===== src/rtl/memlcd_line_ctrl_if.sv =====
// rtl/memlcd_line_ctrl_if.sv - FIFO read-side bundle between the sync FIFO and the line controller
interface memlcd_line_ctrl_if;
    logic [7:0] i_data;
    logic       i_rempty;
    logic       o_rinc;

    modport master (output i_data, output i_rempty, input o_rinc);
    modport slave  (input i_data, input i_rempty, output o_rinc);
endinterface


===== src/rtl/memlcd_line_ctrl.sv =====
// rtl/memlcd_line_ctrl.sv - memory-LCD line controller: packet parse, gate seek, source load, VCOM
module memlcd_line_ctrl #(
    parameter int H_PIXELS   = 72,
    parameter int V_LINES    = 144,
    parameter int BCK_HALF   = 4,
    parameter int GCK_HALF   = 8,
    parameter int GEN_CYCLES = 16,
    parameter int VCOM_DIV   = 833333,
    parameter int VCOM_SYNC  = 1
) (
    input  logic               i_clk,
    input  logic               i_reset,
    memlcd_line_ctrl_if.slave  fifo,
    output logic               o_intb,
    output logic               o_gsp,
    output logic               o_gck,
    output logic               o_gen,
    output logic               o_bsp,
    output logic               o_bck,
    output logic [5:0]         o_rgb,
    output logic               o_vcom,
    output logic               o_va,
    output logic               o_vb,
    output logic               o_busy,
    output logic [7:0]         o_line,
    output logic               o_drop
);
    localparam int BPL   = H_PIXELS / 2;
    localparam int T_AB  = (BCK_HALF > GCK_HALF) ? BCK_HALF : GCK_HALF;
    localparam int T_MAX = (T_AB > GEN_CYCLES) ? T_AB : GEN_CYCLES;
    localparam int CNT_W = $clog2(T_MAX + 1);
    localparam int BC_W  = $clog2(BPL + 1);
    localparam int VC_W  = (VCOM_DIV > 1) ? $clog2(VCOM_DIV) : 1;
    localparam logic [7:0] V_LIM = 8'(V_LINES);

    typedef enum logic [2:0] {
        S_IDLE, S_DROP, S_GSTART, S_SEEK, S_LOAD, S_WRITE
    } state_t;

    // LOAD sub-phases: wait for a byte, hold it for a BCK half-period, park BCK low after an odd count
    typedef enum logic [1:0] {
        L_WAIT, L_HOLD, L_PARK
    } lphase_t;

    state_t            state_q, state_d;
    lphase_t           lph_q, lph_d;
    logic [CNT_W-1:0]  cnt_q, cnt_d;
    logic [BC_W-1:0]   bcnt_q, bcnt_d;
    logic [7:0]        addr_q, addr_d;
    logic [7:0]        line_q, line_d;
    logic              gvalid_q, gvalid_d;
    logic              gsp_q, gsp_d;
    logic              gck_q, gck_d;
    logic              gen_q, gen_d;
    logic              bsp_q, bsp_d;
    logic              bck_q, bck_d;
    logic [5:0]        rgb_q, rgb_d;
    logic              drop_q, drop_d;
    logic              intb_q, intb_d;
    logic              rinc_q, rinc_d;
    logic [VC_W-1:0]   vcnt_q, vcnt_d;
    logic              vcom_q, vcom_d;
    logic              vpend_q, vpend_d;

    logic pop;
    logic can_pop;
    logic go_load;
    logic go_write;
    logic vcnt_wrap;

    // FSM next-state: packet parsing, gate positioning, source shifting and GEN pulse
    always_comb begin
        state_d  = state_q;
        lph_d    = lph_q;
        cnt_d    = cnt_q;
        bcnt_d   = bcnt_q;
        addr_d   = addr_q;
        line_d   = line_q;
        gvalid_d = gvalid_q;
        gsp_d    = gsp_q;
        gck_d    = gck_q;
        gen_d    = gen_q;
        bsp_d    = bsp_q;
        bck_d    = bck_q;
        rgb_d    = rgb_q;
        drop_d   = 1'b0;
        intb_d   = 1'b1;
        pop      = 1'b0;
        go_load  = 1'b0;
        go_write = 1'b0;
        // a pop needs data present and no pop on the previous cycle; nothing is consumed under reset
        can_pop  = !fifo.i_rempty && !rinc_q && !i_reset;

        case (state_q)
            S_IDLE: begin
                if (can_pop) begin
                    pop    = 1'b1;
                    addr_d = fifo.i_data;
                    if (fifo.i_data >= V_LIM) begin
                        state_d = S_DROP;
                        drop_d  = 1'b1;
                        bcnt_d  = '0;
                    end else if (!gvalid_q || fifo.i_data < line_q) begin
                        state_d  = S_GSTART;
                        gck_d    = 1'b0;
                        gsp_d    = 1'b1;
                        line_d   = 8'd0;
                        gvalid_d = 1'b1;
                        cnt_d    = '0;
                    end else if (fifo.i_data == line_q) begin
                        go_load = 1'b1;
                    end else begin
                        state_d = S_SEEK;
                        cnt_d   = '0;
                    end
                end
            end
            S_DROP: begin
                if (can_pop) begin
                    pop    = 1'b1;
                    bcnt_d = bcnt_q + BC_W'(1);
                    if (bcnt_q == BC_W'(BPL - 1)) begin
                        state_d = S_IDLE;
                    end
                end
            end
            S_GSTART: begin
                if (cnt_q == CNT_W'(GCK_HALF - 1)) begin
                    gsp_d = 1'b0;
                    cnt_d = '0;
                    if (addr_q == 8'd0) begin
                        go_load = 1'b1;
                    end else begin
                        state_d = S_SEEK;
                    end
                end else begin
                    cnt_d = cnt_q + CNT_W'(1);
                end
            end
            S_SEEK: begin
                if (cnt_q == CNT_W'(GCK_HALF - 1)) begin
                    cnt_d = '0;
                    gck_d = ~gck_q;
                    // the gate advances on the rising GCK edge; leave for LOAD on the same edge
                    if (!gck_q) begin
                        line_d = line_q + 8'd1;
                        if (line_q + 8'd1 == addr_q) begin
                            go_load = 1'b1;
                        end
                    end
                end else begin
                    cnt_d = cnt_q + CNT_W'(1);
                end
            end
            S_LOAD: begin
                case (lph_q)
                    L_WAIT: begin
                        if (can_pop) begin
                            pop   = 1'b1;
                            rgb_d = fifo.i_data[5:0];
                            cnt_d = '0;
                            lph_d = L_HOLD;
                        end
                    end
                    L_HOLD: begin
                        // the pop cycle counts toward the hold, so BCK toggles BCK_HALF cycles after it
                        if (cnt_q == CNT_W'(BCK_HALF - 2)) begin
                            bck_d  = ~bck_q;
                            bsp_d  = 1'b0;
                            bcnt_d = bcnt_q + BC_W'(1);
                            if (bcnt_q == BC_W'(BPL - 1)) begin
                                if (bck_q) begin
                                    go_write = 1'b1;
                                end else begin
                                    lph_d = L_PARK;
                                end
                            end else begin
                                lph_d = L_WAIT;
                            end
                        end else begin
                            cnt_d = cnt_q + CNT_W'(1);
                        end
                    end
                    L_PARK: begin
                        bck_d    = 1'b0;
                        go_write = 1'b1;
                    end
                    default: lph_d = L_WAIT;
                endcase
            end
            S_WRITE: begin
                if (cnt_q == CNT_W'(GEN_CYCLES - 1)) begin
                    gen_d   = 1'b0;
                    state_d = S_IDLE;
                end else begin
                    cnt_d = cnt_q + CNT_W'(1);
                end
            end
            default: state_d = S_IDLE;
        endcase

        if (go_load) begin
            state_d = S_LOAD;
            lph_d   = L_WAIT;
            bcnt_d  = '0;
            bsp_d   = 1'b1;
            cnt_d   = '0;
        end
        if (go_write) begin
            state_d = S_WRITE;
            gen_d   = 1'b1;
            cnt_d   = '0;
        end
        rinc_d = pop;
    end

    // VCOM divider; a wrap that meets GEN high is held until the edge where GEN drops
    always_comb begin
        vcnt_wrap = (vcnt_q == VC_W'(VCOM_DIV - 1));
        vcnt_d    = vcnt_wrap ? '0 : vcnt_q + VC_W'(1);
        vcom_d    = vcom_q;
        vpend_d   = vpend_q;
        if (vcnt_wrap) begin
            if (VCOM_SYNC != 0 && gen_d) begin
                vpend_d = 1'b1;
            end else begin
                vcom_d = ~vcom_q;
            end
        end else if (vpend_q && !gen_d) begin
            vcom_d  = ~vcom_q;
            vpend_d = 1'b0;
        end
    end

    // state and output registers with synchronous reset
    always_ff @(posedge i_clk) begin
        if (i_reset) begin
            state_q  <= S_IDLE;
            lph_q    <= L_WAIT;
            cnt_q    <= '0;
            bcnt_q   <= '0;
            addr_q   <= '0;
            line_q   <= '0;
            gvalid_q <= 1'b0;
            gsp_q    <= 1'b0;
            gck_q    <= 1'b0;
            gen_q    <= 1'b0;
            bsp_q    <= 1'b0;
            bck_q    <= 1'b0;
            rgb_q    <= '0;
            drop_q   <= 1'b0;
            intb_q   <= 1'b0;
            rinc_q   <= 1'b0;
            vcnt_q   <= '0;
            vcom_q   <= 1'b0;
            vpend_q  <= 1'b0;
        end else begin
            state_q  <= state_d;
            lph_q    <= lph_d;
            cnt_q    <= cnt_d;
            bcnt_q   <= bcnt_d;
            addr_q   <= addr_d;
            line_q   <= line_d;
            gvalid_q <= gvalid_d;
            gsp_q    <= gsp_d;
            gck_q    <= gck_d;
            gen_q    <= gen_d;
            bsp_q    <= bsp_d;
            bck_q    <= bck_d;
            rgb_q    <= rgb_d;
            drop_q   <= drop_d;
            intb_q   <= intb_d;
            rinc_q   <= rinc_d;
            vcnt_q   <= vcnt_d;
            vcom_q   <= vcom_d;
            vpend_q  <= vpend_d;
        end
    end

    assign fifo.o_rinc = pop;
    assign o_intb      = intb_q;
    assign o_gsp       = gsp_q;
    assign o_gck       = gck_q;
    assign o_gen       = gen_q;
    assign o_bsp       = bsp_q;
    assign o_bck       = bck_q;
    assign o_rgb       = rgb_q;
    assign o_vcom      = vcom_q;
    assign o_va        = ~vcom_q;
    assign o_vb        = vcom_q;
    assign o_busy      = (state_q != S_IDLE);
    assign o_line      = line_q;
    assign o_drop      = drop_q;
endmodule


===== src/flat_wrapper.sv =====
// flat-port wrapper written by rule: the top's interface ports become plain ports
module memlcd_line_ctrl_flat 
#(
    parameter int H_PIXELS   = 72,
    parameter int V_LINES    = 144,
    parameter int BCK_HALF   = 4,
    parameter int GCK_HALF   = 8,
    parameter int GEN_CYCLES = 16,
    parameter int VCOM_DIV   = 833333,
    parameter int VCOM_SYNC  = 1
)
  (i_clk, i_reset, o_intb, o_gsp, o_gck, o_gen, o_bsp, o_bck, o_rgb, o_vcom, o_va, o_vb, o_busy, o_line, o_drop, fifo_i_data, fifo_i_rempty, fifo_o_rinc);
  memlcd_line_ctrl_if fifo_i ();
  input  logic i_clk;
  input  logic i_reset;
  output logic o_intb;
  output logic o_gsp;
  output logic o_gck;
  output logic o_gen;
  output logic o_bsp;
  output logic o_bck;
  output logic [5:0] o_rgb;
  output logic o_vcom;
  output logic o_va;
  output logic o_vb;
  output logic o_busy;
  output logic [7:0] o_line;
  output logic o_drop;
  input wire logic [$bits(fifo_i.i_data)-1:0] fifo_i_data;
  input wire logic [$bits(fifo_i.i_rempty)-1:0] fifo_i_rempty;
  output wire logic [$bits(fifo_i.o_rinc)-1:0] fifo_o_rinc;
  assign fifo_i.i_data = fifo_i_data;
  assign fifo_i.i_rempty = fifo_i_rempty;
  assign fifo_o_rinc = fifo_i.o_rinc;
  memlcd_line_ctrl #(.H_PIXELS(H_PIXELS), .V_LINES(V_LINES), .BCK_HALF(BCK_HALF), .GCK_HALF(GCK_HALF), .GEN_CYCLES(GEN_CYCLES), .VCOM_DIV(VCOM_DIV), .VCOM_SYNC(VCOM_SYNC)) u_core (.i_clk(i_clk), .i_reset(i_reset), .fifo(fifo_i), .o_intb(o_intb), .o_gsp(o_gsp), .o_gck(o_gck), .o_gen(o_gen), .o_bsp(o_bsp), .o_bck(o_bck), .o_rgb(o_rgb), .o_vcom(o_vcom), .o_va(o_va), .o_vb(o_vb), .o_busy(o_busy), .o_line(o_line), .o_drop(o_drop));
endmodule

===== config.mk =====
export PLATFORM = sky130hd
export DESIGN_NAME = memlcd_line_ctrl_flat
export DESIGN_NICKNAME = d
export VERILOG_FILES = /design/src/rtl/memlcd_line_ctrl_if.sv /design/src/rtl/memlcd_line_ctrl.sv /design/src/flat_wrapper.sv
export SDC_FILE = /design/constraint.sdc
export NUM_CORES = 1
export LEC_CHECK = 0
export BUFFER_PORTS_ARGS = -buffer_cell sky130_fd_sc_hd__buf_4
export CORE_MARGIN = 3
export CORE_UTILIZATION = 39
export DETAILED_ROUTE_END_ITERATION = 8
export GPL_TIMING_DRIVEN = 0
export SLEW_MARGIN = 10
export SYNTH_ARGS = -nofsm -noshare
export SYNTH_HDL_FRONTEND = slang
export SYNTH_SLANG_ARGS = --single-unit

===== constraint.sdc =====
create_clock -name i_clk -period 3 [get_ports i_clk]
set_input_delay 0.6 -clock i_clk [delete_from_list [all_inputs] [get_ports i_clk]]
set_output_delay 0.6 -clock i_clk [all_outputs]
set_load 0.01 [all_outputs]

======== Word level (Yosys, flattened, before mapping) ========
Index checks and enable logic that the tools add are counted.
word-level totals
  input port bits ......................... 11
  output and inout port bits .............. 26
  register bits ........................... 69
  word-level logic and storage cells ...... 208
operators by class
  magnitude comparators ................... 2
  add/sub/neg operators ................... 4
  muxes and demuxes ....................... 84
  equal/unequal tests ..................... 46
  bitwise gates (word level) .............. 8
  reductions and logical operators ........ 44
operator list
  operator               count
  $mux 5                 8
  $mux 8                 5
  $mux 1                 39
  $mux 3                 11
  $mux 6                 5
  $ne 2x1->1 const B     13
  $reduce_and 8->1       3
  $add 20x1->20 const B  1
  $eq 20x20->1 const B   1
  $ne 4x1->1 const B     5
  $pmux 5 s4             1
  $pmux 6 s3             1
  $eq 8x8->1             2
  $pmux 8 s2             1
  $pmux 3 s5             1
  $reduce_and 5->1       3
  $reduce_bool 2->1      7
  $reduce_and 6->1       2
  $ne 2x2->1 const B     5
  $pmux 1 s2             5
  $pmux 5 s2             1
  $reduce_or 2->1        5
  $ne 3x2->1 const B     3
  $reduce_and 3->1       3
  other kinds (33)       57

======== Longest topological paths before layout ========
Gate-level depths: netlist of run 1.
  depth after elaboration ................. 10
  depth in mapped cells ................... 11

======== Worst setup path before layout of run 1 ========
Ideal clock, no wire load.
  path kind ............................... input -> register
  start ................................... input port fifo_i_data[1]
  end ..................................... register u_core.cnt_q[3]
  setup slack ............................. 0.307 ns
  cell stages on the path ................. 8
  data arrival time ....................... 2.627 ns
  required time ........................... 2.934 ns
  buffers on the path ..................... 1
  cells stage by stage .................... ha_1 > nor2b_1 > o211ai_1 > a31oi_1 > or4_1 > buf_2 > or4_4 > a21oi_2
on the way
  longest elaborated chain between the ends .. 7
  elaborated cells between the ends (all ways) .. 17
RTL lines
  what                                               RTL line                                          text
  start, declared                                    flat_wrapper.sv:29                                input wire logic [$bits(fifo_i.i_data)-1:0] fifo_i_data;
  $lt 8x8->1 / $eq 8x8->1 (equally long branches)    memlcd_line_ctrl.sv:103, memlcd_line_ctrl.sv:110
  $logic_or 1x1->1 / $mux 1 (equally long branches)  memlcd_line_ctrl.sv:103, memlcd_line_ctrl.sv:110
  $mux 1                                             memlcd_line_ctrl.sv:103                           end else if (!gvalid_q || fifo.i_data < line_q) begin
  $mux 1                                             memlcd_line_ctrl.sv:99                            if (fifo.i_data >= V_LIM) begin
  $mux 1                                             memlcd_line_ctrl.sv:96                            if (can_pop) begin
  $pmux 1 s3                                         memlcd_line_ctrl.sv:94                            case (state_q)
  $reduce_or 3->1 (no line)                          n/a
  end signal, assigned                               memlcd_line_ctrl.sv:260                           cnt_q <= cnt_d;
  end, declared                                      memlcd_line_ctrl.sv:47                            logic [CNT_W-1:0] cnt_q, cnt_d;
Several ways; a longest one is shown, not always the timed one. The select of a mux whose other input is x is not followed.
A chain may end at the register's enable or synchronous reset.

======== Final worst setup path of run 1 ========
  start ................................... register u_core.line_q[0] (netlist: u_core.o_line[0])
  end ..................................... register u_core.state_q[1]
on the way
  longest elaborated chain between the ends .. 7
  elaborated cells between the ends (all ways) .. 20
RTL lines
  what                                 RTL line                                          text
  start, declared                      memlcd_line_ctrl.sv:50                            logic [7:0] line_q, line_d;
  start signal, assigned               memlcd_line_ctrl.sv:263                           line_q <= line_d;
  $add 8x1->8 (tied with other cells)  memlcd_line_ctrl.sv:147                           if (line_q + 8'd1 == addr_q) begin
  $eq 8x8->1 (tied with other cells)   memlcd_line_ctrl.sv:147
  $mux 1 (on tied branches)            memlcd_line_ctrl.sv:147, memlcd_line_ctrl.sv:103
  $mux 1 (on tied branches)            memlcd_line_ctrl.sv:145, memlcd_line_ctrl.sv:99
  $mux 1 (on tied branches)            memlcd_line_ctrl.sv:141, memlcd_line_ctrl.sv:96
  $pmux 1 s3                           memlcd_line_ctrl.sv:94
  $reduce_or 3->1 (no line)            n/a
  end signal, assigned                 memlcd_line_ctrl.sv:258                           state_q <= state_d;
  end, declared                        memlcd_line_ctrl.sv:45                            state_t state_q, state_d;
Several ways; a longest one is shown, not always the timed one. The select of a mux whose other input is x is not followed.

==> reports/qor.yml, run 1 <==
run_status:
  status: "finished clean"
die:
  die-area_um2: 10900
  io_pins: 37
  initial_utilization: 0.404
  die_w_um: 104
  die_h_um: 104
  fp-row-count: 35
  core_area_um2: 9330
sta:
  timing.hold.ws_ns: 0.463
  finClkSkew_ns: 0.0121
  slew_headroom: 0.489
  period_needed_ns: 2.81
  setup_viol: 0
  fin_crit_sh: 0.936
  fin_ws_ns: 0.191
  worst_pin_slew_ns: 0.756
  report.final.slew_viol_count: 0
  rsz0062_at_grt: "false"
  finalHoldViolations: 0
  fmax_mhz: 356
logic_synthesis:
  seq_area_frac_synth: 0.366
  synth_edf_count: 0
  netlist_instances: 462
  async_flop_share: 0
  ys_types: 59
  synth_seq_cells: 69
  synthesis.nets: 493
  netlist_area_um2: 3770
  postSynthAreaPerCell_um2: 8.16
  synth_warnings: 0
  ys.flop_type: "dfxtp_1"
worst_setup_path:
  critPathKind: "reg2reg"
  cp-start-kind: "flop"
  worstPathMaxFanout: 8
  critPathCaptureType: "flop"
  crit_arrival_ns: 3.08
  rrSetupSlack_ns: 0.19
  cp_data_required_time_ns: 3.27
clock_network:
  clockBufferDepth: 2
  htreeDepth: 3
  cts.sinks: 69
  numCtsBuffers: 9
  cts_tree: "yes"
  clk_pin_slew_ns: 0.08
  cts_root_buffer: "clkbuf_8"
  clkLatencyLatePin_ns: 0.35
job:
  maxCapViolCount: 0
finish:
  area_delta_synth_final_pct: 18.0
  drive_gt1_frac: 0.165
  final_nets: 540
  antenna_cells: 0
detailed_routing:
  drt_iter0_drc: 112
  avgRoutedWirePerCell_um: 14.7
  vias: 3372
  dr.pass1.iters: 4
  ant_nets: 0
  routed_via_density: 5.24
  drc: 0
  wirelength_um: 9430
power:
  ir_drop_uv: 264
  p_per_area_nw_per_um2: 450
  power.leakage_nw: 1.76
global_route:
  grt_pass1_vias: 3300
  grt_pass1_wl_um: 16100
  grt-ovfl-total: 0
  grt_max_degree: 14
  gr-usage-all-layers: 0.179
  antenna_found_initial: 0
placement:
  hpwl_um: 6960
  gp_congestion: 0.840
  port_buffers: 35
  dp_slack_ns: -0.0157
worst_hold_path:
  hp-class: "in2reg"
layout make-up:
type,count,area [um2]
fillers,921,4880
multi-input cells,350,2220
flip-flops and latches,69,1390
repair buffers,36,270
well taps,129,161
clock buffers,9,124
inverters,27,101
clock inverters,7,98.8
plain buffers,16,92.6
layout by cell type (no fill, tap or decap), types with 3 or more instances in the layout:
master	n
a21oi_1	42
a311oi_1	3
a31oi_1	4
and2_1	3
and3_1	7
and4_1	3
buf_2	5
buf_4	39
clkbuf_1	6
clkbuf_8	9
dfxtp_1	66
dfxtp_2	3
ha_1	20
inv_1	27
mux2i_1	7
nand2_1	48
nand3_1	15
nand4_1	13
nor2_1	62
nor2b_1	4
nor3_1	9
nor4_1	3
o211ai_1	3
o21ai_0	17
or2_2	4
or3_1	8
xnor2_1	14
xor2_1	19
report_power, final:
| group | internal, mW | switching [mW] | leakage, nW |
|---|---|---|---|
| clock network | 0.472 | 0.391 | 0.110 |
| registers | 0.932 | 0.0159 | 0.560 |
| logic | 0.0731 | 0.119 | 1.09 |
kinds of logic after synthesis:
| group | after synthesis | synth area share |
|---|---|---|
| fa+ha+maj | 21 | 0.0690 |
| mux | 7 | 0.0186 |
| xor+xnor | 34 | 0.0810 |
| simple gates | 199 | 0.264 |
| buf+inv | 43 | 0.0514 |
| compound gates | 89 | 0.149 |
| flops | 69 | 0.366 |
Yosys cell counts, drive strengths merged (10+ instances only):
library cell | number | share of area
a21oi | 43 | 0.058
buf | 10 | 0.019
dfxtp | 69 | 0.37
ha | 20 | 0.066
inv | 27 | 0.027
nand2 | 48 | 0.048
nand3 | 15 | 0.020
nand4 | 13 | 0.022
nor2 | 63 | 0.063
nor3 | 11 | 0.017
o21ai | 17 | 0.023
or3 | 12 | 0.022
xnor2 | 15 | 0.037
xor2 | 19 | 0.044
repair_timing:
item,in CTS,in global routing
hold buffers,0,0
setup buffers,1,0
resized for setup,0,5
pin swaps,1,0
endpoints found under the setup margin,1,11
flip-flops by register name, summed over array words and instances, names as in the netlist:
register / flops
u_core.cnt_q: 5
u_core.vcnt_q: 20
u_core.o_rgb: 6
u_core.o_gen: 1
u_core.rinc_q: 1
u_core.o_line: 8
u_core.lph_q: 2
u_core.gvalid_q: 1
u_core.o_vb: 1
u_core.bcnt_q: 6
u_core.addr_q: 8
u_core.vpend_q: 1
u_core.o_gck: 1
u_core.o_bsp: 1
u_core.o_drop: 1
u_core.state_q: 3
u_core.o_gsp: 1
u_core.o_bck: 1
u_core.o_intb: 1
worst paths after layout:
| check | startpoint | end | cells after the start |
|---|---|---|---|
| max | u_core.o_line[0] | u_core.state_q[1] | 9 |
| min | i_reset | u_core.state_q[0] | 2 |
| max reg2reg | u_core.o_line[0] | u_core.state_q[1] | 9 |
| min reg2reg | u_core.lph_q[1] | u_core.lph_q[1] | 2 |
critical path, cell delays in order, from the launching register on:
cell and delay (ns):
dfxtp_1 0.52, ha_1 0.34, nand3_1 0.19, or3_4 0.39, xnor2_2 0.20, a2111oi_2 0.08, a221oi_2 0.30, or3b_1 0.36
buf_2 0.18, nor3_2 0.17
through the flow:
step,power [mW],utilization,cell area (um2),setup TNS [ns],std cells
global route,2.08,0.477,4450,0,643
global placement,1.16,0.450,4190,0,626
CTS,2.02,0.474,4420,0,643
finish,2.00,0.477,4450,0,643
detailed placement,1.16,0.450,4190,-0.0157,626
floorplan,1.09,-,3770,0,462
metal layers:
layer / vias to the layer above / global-route usage / wire length [um]
met5: - / 0 / 0
met3: 16 / 0.0279 / 323
met1: 1586 / 0.234 / 4420
met2: 62 / 0.296 / 4530
li1: 1708 / - / -
met4: 0 / 0.0684 / 161
Power figures use the tool's default switching activity.
==> run 2, diff against run 1 <==
Settings changed: GPL_ROUTABILITY_DRIVEN set to 1, RECOVER_POWER set to 50, SKIP_LAST_GASP set to 1.
==> run 2 against run 1 <==
  * Clock skew fell by 0.0029 ns
  * Combinational power barely moved
  * Register-to-register slack barely moved
  * Worst hold slack improved by 0.016 ns
  * Critical path type unchanged
  * Critical endpoint unchanged
  * Highest routed layer unchanged
==> reports/qor.yml, run 2 (same netlist as run 1, synthesis figures left out) <==
finish:
  drive_gt1_frac: 0.121
  layout_common_cells: "66 x dfxtp_1, 62 x nor2_1, 48 x nand2_1, 42 x a21oi_1, 28 x clkbuf_1"
  final_nets: 540
  antenna_cells: 0
  area_delta_synth_final_pct: 15.7
  largest_reg_flops: 20
  instances_no_fill: 643
  top_register: "u_core.vcnt_q"
  finalCoreUtilization: 0.467
  final_common_cell: "dfxtp_1"
clock_network:
  cts.sinks: 69
  clkLatencyLatePin_ns: 0.34
  clk_pin_slew_ns: 0.08
  numCtsBuffers: 9
  htreeDepth: 3
  cts_hold_buf: 0
  clockBufferDepth: 2
  cts_tree: "yes"
  cts_root_buffer: "clkbuf_8"
detailed_routing:
  routed_via_density: 5.25
  ant_nets: 0
  drc: 0
  dr.pass1.iters: 5
  avgRoutedWirePerCell_um: 14.7
  drt_iter0_drc: 134
  vias: 3378
  wirelength_um: 9420
sta:
  rsz0062_at_grt: "false"
  finalHoldViolations: 0
  fmax_mhz: 358
  timing.hold.ws_ns: 0.478
  period_needed_ns: 2.80
  worst_pin_slew_ns: 0.768
  setup_viol: 0
  finClkSkew_ns: 0.00918
  fin_crit_sh: 0.932
  report.final.slew_viol_count: 0
  slew_headroom: 0.481
  fin_setup_tns_ns: 0
die:
  die_h_um: 104
  die_w_um: 104
  initial_utilization: 0.404
  core_area_um2: 9330
  io_pins: 37
  die-area_um2: 10900
  fp-row-count: 35
power:
  p_per_area_nw_per_um2: 458
  power.leakage_nw: 1.66
  ir_drop_uv: 262
run_status:
  status: "finished clean"
placement:
  hpwl_um: 6960
  dp.cells: 626
  gp_congestion: 0.840
  port_buffers: 35
global_route:
  gr-usage-all-layers: 0.179
  grt_max_degree: 14
  grt_pass1_wl_um: 16100
  grt_pass1_vias: 3300
  antenna_found_initial: 0
  grt-ovfl-total: 0
worst_setup_path:
  cp-start-kind: "flop"
  worstPathMaxFanout: 8
  cp_data_required_time_ns: 3.27
  path_cells: "ha_1 -> nand3_1 -> or3_4 -> xnor2_2 -> a2111oi_2 -> a221oi_2 -> or3b_1 -> buf_2 -> nor3_2"
  cp_top_family: "simple AND/OR/NAND/NOR gates"
  r2r_end: "u_core.state_q[1]"
  crit_arrival_ns: 3.07
  crit_buf_inv: 1
  critPathKind: "reg2reg"
  r2r-start: "u_core.o_line[0]"
  critPathCaptureType: "flop"
  r2r.worst_path.cells: 9
  rrSetupSlack_ns: 0.20
  slowest_delay_ns: 0.51
  cp_slowest_cell: "dfxtp_1"
job:
  maxCapViolCount: 0
worst_hold_path:
  hp-class: "reg2reg"
  hold-path-endpoint: "u_core.lph_q[1]"
  min_path_cells: 2
  holdCritStartpoint: "u_core.lph_q[1]"
-- run 2: changes by cell type in the layout (fill, tap and decap cells not counted) --
cell and change:
buf_2 -1, buf_4 -21, buf_6 -1, clkbuf_1 +22
clkbuf_4 +1, nor3_1 +1, nor3_2 -1
-- run 2: worst max-delay path by stage --
stage                     startpoint           endpoint  slack, ns  cells after the start
CTS                  u_core.cnt_q[0]   u_core.bcnt_q[3]       0.14                      9
global placement      fifo_i_data[1]    u_core.cnt_q[3]       0.03                      9
global route        u_core.o_line[7]    u_core.cnt_q[2]       0.03                      9
finish              u_core.o_line[0]  u_core.state_q[1]       0.20                      9
detailed placement  u_core.o_line[0]  u_core.state_q[1]      -0.02                      9
floorplan             fifo_i_data[1]    u_core.cnt_q[3]       0.31                      8
-- run 2: final cells by class --
type / count / area (um2)
inverter: 27 / 101
tap: 129 / 161
sequential: 69 / 1390
multi-input combinational: 350 / 2210
clock inverter: 7 / 98.8
clock buffer: 9 / 124
fill: 933 / 4970
buffer: 16 / 83.8
timing repair buffer: 36 / 195
-- run 2: what timing repair did --
item,4_1_cts,5_1_grt
endpoints found under the setup margin,1,11
resized for setup,0,5
pin swaps,1,0
buffers inserted,1,0
-- run 2: metal layers --
metal  GRT usage  routed length [um]  vias up
met3      0.0279                 363       16
met4      0.0684                 160        0
met5           0                   0        -
met2       0.296                4470       80
met1       0.234                4430     1571
li1            -                   -     1711
-- run 2: where the power goes --
group          leakage, nW  internal, mW  switching (mW)  total, mW
combinational        0.993        0.0698           0.119      0.189
sequential           0.560         0.932          0.0155      0.947
clock                0.110         0.472           0.387      0.859
total                 1.66          1.47           0.521       2.00
-- run 2: worst reg2reg max path: stages, from the launching register on --
cell and delay [ns]:
dfxtp_1 0.51, ha_1 0.33, nand3_1 0.19, or3_4 0.39
xnor2_2 0.20, a2111oi_2 0.08, a221oi_2 0.30, or3b_1 0.36
buf_2 0.18, nor3_2 0.17
-- run 2: through the flow --
stage          power, mW  area, um2  setup slack, ns
2_1_floorplan       1.09       3770            0.307
3_3_place_gp        1.16       4190           0.0292
3_5_place_dp        1.16       4190          -0.0157
4_1_cts             2.02       4420            0.135
5_1_grt             2.07       4360           0.0334
6_report            2.00       4360            0.204
